[config.mk]
export PLATFORM = sky130hd
export DESIGN_NAME = priority_encoder_16line_4line_flat
export DESIGN_NICKNAME = d
export VERILOG_FILES = /design/src/rtl/priority_encoder_16line_4line_if.sv /design/src/rtl/priority_encoder_16line_4line.sv /design/src/flat_wrapper.sv
export SDC_FILE = /design/constraint.sdc
export NUM_CORES = 1
export LEC_CHECK = 0
export ABC_AREA = 1
export ABC_CLOCK_PERIOD_IN_PS = 1500
export BUFFER_PORTS_ARGS = -buffer_cell sky130_fd_sc_hd__buf_2
export CORE_MARGIN = 8
export CORE_UTILIZATION = 45
export CTS_BUF_LIST = sky130_fd_sc_hd__clkbuf_16
export DETAILED_ROUTE_END_ITERATION = 12
export PLACE_DENSITY = 0.77
export SYNTH_ARGS = -nofsm -noshare
export SYNTH_HDL_FRONTEND = slang
export SYNTH_SLANG_ARGS = --single-unit
[constraint.sdc]
create_clock -name clk -period 1.5 [get_ports clk]
set_clock_uncertainty 0.05 [all_clocks]
set_input_delay 0.3 -clock clk [delete_from_list [all_inputs] [get_ports clk]]
set_output_delay 0.3 -clock clk [all_outputs]
set_load 0.02 [all_outputs]
[src/rtl/priority_encoder_16line_4line_if.sv]
// Request/grant bundle between the request sources, the encoder and the consuming sequencer.
// slave is the encoder side; master is the sources/consumer side.
interface priority_encoder_16line_4line_if;
  logic        o_en;
  logic [15:0] req;
  logic        ack;
  logic [3:0]  code;
  logic        valid;
  logic [15:0] grant;
  logic [15:0] pending;

  modport master (
    output o_en, req, ack,
    input  code, valid, grant, pending
  );

  modport slave (
    input  o_en, req, ack,
    output code, valid, grant, pending
  );
endinterface

[src/rtl/priority_encoder_16line_4line.sv]
// Registered 16-to-4 priority encoder: req->valid 2 cycles, one IDLE cycle after each ack.
// Code holds until an ack qualified by o_en; o_en hides outputs without stalling capture/arbitration.
module priority_encoder_16line_4line #(
  parameter int unsigned LOW_FIRST = 1
) (
  input  logic                            clk,
  input  logic                            rst_n,
  priority_encoder_16line_4line_if.slave  bus
);

  typedef enum logic {
    IDLE  = 1'b0,
    GRANT = 1'b1
  } state_t;

  state_t      state_q, state_d;
  logic [3:0]  code_q, code_d;
  logic [15:0] pending_q, pending_d;

  logic        eff_ack;
  logic [15:0] clr_mask;
  logic [3:0]  pick;

  // Highest-priority set bit of the registered pending vector only.
  always_comb begin
    pick = 4'd0;
    if (LOW_FIRST != 0) begin
      for (int i = 15; i >= 0; i--) begin
        if (pending_q[i]) pick = 4'(i);
      end
    end else begin
      for (int i = 0; i < 16; i++) begin
        if (pending_q[i]) pick = 4'(i);
      end
    end
  end

  always_comb begin
    eff_ack   = bus.ack && bus.o_en && (state_q == GRANT);
    clr_mask  = eff_ack ? (16'h0001 << code_q) : 16'h0000;
    // A fresh request wins over the retire of the same line.
    pending_d = (pending_q & ~clr_mask) | bus.req;
    state_d   = state_q;
    code_d    = code_q;
    case (state_q)
      IDLE: begin
        if (pending_q != 16'h0000) begin
          code_d  = pick;
          state_d = GRANT;
        end
      end
      GRANT: begin
        if (eff_ack) state_d = IDLE;
      end
      default: state_d = IDLE;
    endcase
  end

  always_ff @(posedge clk or negedge rst_n) begin
    if (!rst_n) begin
      state_q   <= IDLE;
      code_q    <= 4'd0;
      pending_q <= 16'h0000;
    end else begin
      state_q   <= state_d;
      code_q    <= code_d;
      pending_q <= pending_d;
    end
  end

  always_comb begin
    bus.valid   = (state_q == GRANT) && bus.o_en;
    bus.code    = bus.o_en ? code_q : 4'd0;
    bus.grant   = bus.valid ? (16'h0001 << code_q) : 16'h0000;
    bus.pending = pending_q;
  end

endmodule

[src/flat_wrapper.sv]
// flat-port wrapper written by rule: the top's interface ports become plain ports
module priority_encoder_16line_4line_flat 
#(
  parameter int unsigned LOW_FIRST = 1
)
  (clk, rst_n, bus_o_en, bus_req, bus_ack, bus_code, bus_valid, bus_grant, bus_pending);
  priority_encoder_16line_4line_if bus_i ();
  input  logic clk;
  input  logic rst_n;
  input wire logic [$bits(bus_i.o_en)-1:0] bus_o_en;
  input wire logic [$bits(bus_i.req)-1:0] bus_req;
  input wire logic [$bits(bus_i.ack)-1:0] bus_ack;
  output wire logic [$bits(bus_i.code)-1:0] bus_code;
  output wire logic [$bits(bus_i.valid)-1:0] bus_valid;
  output wire logic [$bits(bus_i.grant)-1:0] bus_grant;
  output wire logic [$bits(bus_i.pending)-1:0] bus_pending;
  assign bus_i.o_en = bus_o_en;
  assign bus_i.req = bus_req;
  assign bus_i.ack = bus_ack;
  assign bus_code = bus_i.code;
  assign bus_valid = bus_i.valid;
  assign bus_grant = bus_i.grant;
  assign bus_pending = bus_i.pending;
  priority_encoder_16line_4line #(.LOW_FIRST(LOW_FIRST)) u_core (.clk(clk), .rst_n(rst_n), .bus(bus_i));
endmodule
==> impl_summary.log <==
INFO  metric outcome = complete, but fails checks
INFO  metric failed_checks = negative setup slack
INFO  metric timing.final.hold_violations = 0
INFO  metric average_size_of_a_mapped_cell = just over 7 um^2
INFO  metric synthToLayoutAreaGrowth = 61.2%
INFO  metric postSynthCellCount = 172
INFO  metric postSynthNetCount = around 190
INFO  metric dp.cells = between 200 and 300
INFO  metric grt_antenna_before_repair = 0
INFO  metric sequential_fraction_of_the_synthesis_area = 42.6%
INFO  metric crit_path_max_fanout = 8
INFO  metric tritoncts_num_sinks = 21
INFO  metric startpoint_type = register
INFO  metric ctsHtreeMaxLevel = 1
INFO  metric timing.setup.tns = -2.80 ns
INFO  metric routed-via-count = about 1,500
INFO  metric power.density = 1100 nW/um^2
INFO  metric first_global_vias = 1,430
INFO  metric final_net_count = 275
INFO  metric post-route-period-util = 114%
INFO  metric grt_start_max_net_pins = 22
INFO  metric synthesis.area = 1230 um^2
INFO  metric drt-total-wl = just over 4 mm
INFO  metric timing.final.max_slew_violations = 0
INFO  metric setup_violations = 18
INFO  metric routed_wire_length_per_instance = between 10 and 15 um
INFO  metric pin_count = between 50 and 60
INFO  metric number_of_synthesized_register_bits = 21
INFO  metric buffer_ports.inserted = 56
INFO  metric worstPathArrival = ~1.4 ns
INFO  metric worst-endpoint-required = about 1.2 ns
INFO  metric gp_congestion = 0.814
INFO  metric fp.dieH = between 60 and 70 um
INFO  metric tritoncts.num_buffers = 3
INFO  metric final_global_route_overflow_total = 0
INFO  metric max_stage_delay = between 0.4 and 0.5 ns
INFO  metric final_instance_count_without_filler_cells = around 290
INFO  metric synth-warning-count = 0
INFO  metric route.antenna.remaining_nets = 0
INFO  metric antenna-diode-count = 0
INFO  metric critical-path-slowest-cell = sky130_fd_sc_hd__dfrtp_2
INFO  metric worst_setup_end_kind = output pin
INFO  metric relSlewSlack = between 60% and 70%
INFO  metric holdCritPathClass = in2reg
INFO  metric setup_ws = -0.213 ns
INFO  metric rsz0062_at_grt = yes
INFO  metric maximum_vdd_drop = 1080 uV
INFO  metric worstSkewPairLatency = between 0.2 and 0.3 ns
INFO  metric place_hpwl = approximately 2.8 mm
INFO  metric drt_iter0_markers = 66
INFO  metric worst_path_dominant_cell_family = flip-flops
INFO  metric path_buf_inv = 2
INFO  metric route.detailed.vias_per_inst = 5.15
INFO  metric core_area = ~2700 um^2
INFO  metric post_route_cells_drive_above_1_share = 46.1%
INFO  metric timing.critical_path.cells = inv_6 -> nor3_4 -> nand2_2 -> nor2_2 -> buf_6
INFO  metric maxClockFrequency = 584 MHz
INFO  metric layout.cell_area.non_filler = a little under 2000 um^2
INFO  metric fp.dieArea = about 4700 um^2
INFO  metric grt_first_pass_wirelength = around 6.3 mm
INFO  metric place_area = about 1600 um^2
INFO  metric tritoncts = done
INFO  metric p_leak = slightly above 0.001 uW
INFO  metric drc = 0
INFO  metric worst_pin_slew = 0.482 ns
INFO  metric final_period_minus_worst_setup_slack = between 1.5 and 2 ns
INFO  metric dp_worst_setup_slack = approximately 0.042 ns
INFO  metric row_count = 19
INFO  metric netlist-cell-type-count = 19
INFO  metric clock-root-buffer = sky130_fd_sc_hd__clkbuf_16
INFO  metric drtPass1Iterations = 4
INFO  metric cts.reportedPaths.clkPinSlew = about 0.060 ns
INFO  metric clockBufferDepth = 2
INFO  metric start_util = a little under half
INFO  metric timing.setup.critical_path_class = reg2out
INFO  metric total_of_max_cap_violations = 0
INFO  metric reg2reg_setup_slack = -0.13 ns
INFO  metric chipWidth = approximately 68 um
INFO  metric grtUsageTotal = around 18%
==> layout make-up <==
class / instances / area [um^2]
clock buffers: 3 / 75.1
clock inverters: 1 / 3.75
fillers: 196 / 698
inverters: 26 / 105
multi-input cells: 119 / 661
flip-flops and latches: 21 / 531
well taps: 31 / 38.8
repair buffers: 84 / 574
==> per-layer routing <==
metal	vias up	part of all wire (%)	GRT usage [%]
met5	-	0	0
met4	0	3.9	10.5
met3	20	7.9	5.07
met2	81	47	27.0
met1	653	41	22.2
li1	713	-	-
==> Yosys cell counts (all sizes together) <==
cell type  number  area, um^2
nor3            8        40.0
nand4           9        56.3
nor2           38         153
inv            26        97.6
o21ai           1        5.00
buf             5        30.0
dfrtp          21         526
o21bai         16         120
clkbuf          1        3.75
nand3           9        45.0
o31ai           1        12.5
nand2          36         140
a21oi           1        5.00
==> layout by cell type (no fill, tap or decap) <==
| master | n |
|---|---|
| sky130_fd_sc_hd__nand4_1 | 9 |
| sky130_fd_sc_hd__o21bai_1 | 16 |
| sky130_fd_sc_hd__dfrtp_1 | 17 |
| sky130_fd_sc_hd__o21ai_0 | 1 |
| sky130_fd_sc_hd__buf_12 | 1 |
| sky130_fd_sc_hd__dfrtp_2 | 4 |
| sky130_fd_sc_hd__buf_2 | 39 |
| sky130_fd_sc_hd__buf_4 | 36 |
| sky130_fd_sc_hd__clkbuf_16 | 3 |
| sky130_fd_sc_hd__nor2_1 | 31 |
| sky130_fd_sc_hd__a21oi_1 | 1 |
| sky130_fd_sc_hd__nor3_1 | 2 |
| sky130_fd_sc_hd__nor2_2 | 4 |
| sky130_fd_sc_hd__inv_4 | 1 |
| sky130_fd_sc_hd__nand3_1 | 9 |
| sky130_fd_sc_hd__nor2_4 | 3 |
| sky130_fd_sc_hd__o31ai_2 | 1 |
| sky130_fd_sc_hd__buf_6 | 7 |
| sky130_fd_sc_hd__dlygate4sd3_1 | 1 |
| sky130_fd_sc_hd__inv_2 | 4 |
| sky130_fd_sc_hd__nand2_1 | 29 |
| sky130_fd_sc_hd__nor3_2 | 3 |
| sky130_fd_sc_hd__nor3_4 | 3 |
| sky130_fd_sc_hd__inv_1 | 21 |
| sky130_fd_sc_hd__inv_6 | 1 |
| sky130_fd_sc_hd__nand2_2 | 7 |
==> final timing paths <==
check | cells after the start | startpoint | end
worst max-delay path | 5 | u_core.code_q[0] | bus_grant[3]
worst min-delay path | 2 | bus_req[2] | u_core.bus.pending[2]
worst max register to register | 9 | u_core.code_q[0] | u_core.bus.pending[9]
worst min register to register | 2 | u_core.bus.pending[14] | u_core.bus.pending[14]
max in group asynchronous | 2 | rst_n | u_core.code_q[3]
min in group asynchronous | 2 | rst_n | u_core.bus.pending[5]
==> cells by family after synthesis <==
group | Yosys count | share of synthesized area [%]
flip-flops | 21 | 42.6
AND/OR/NAND/NOR | 100 | 35.2
AO/OA/AOI/OAI | 19 | 11.6
buffers and inverters | 32 | 10.6
==> what timing repair did <==
item,CTS,global route
buffers inserted,11,3
resized for setup,25,30
setup endpoints to repair,17,23
hold buffers,1,0
hold endpoints to repair,21,0
pin swaps,6,12
==> registers in the layout, summed over array words and instances (netlist names) <==
signal,flops
u_core.bus.pending,16
u_core.code_q,4
u_core.state_q,1
==> report_power, final <==
part / internal [uW] / switching, uW / leakage [uW]
clock: 355 / 201 / 0.0000423
sequential: 623 / 71.4 / 0.000199
combinational: 394 / 551 / 0.000797
total: 1370 / 824 / 0.00104
==> metrics by stage <==
stage               util (%)  hold slack [ns]  power, uW
finish                  74.0            0.186       2200
global route            74.0            0.189       2310
CTS                     69.6            0.182       2120
detailed placement      60.6            0.236       1400
global placement        60.6            0.230       1410
floorplan                  -          -0.0456       1110
Power figures use the tool's default switching activity.
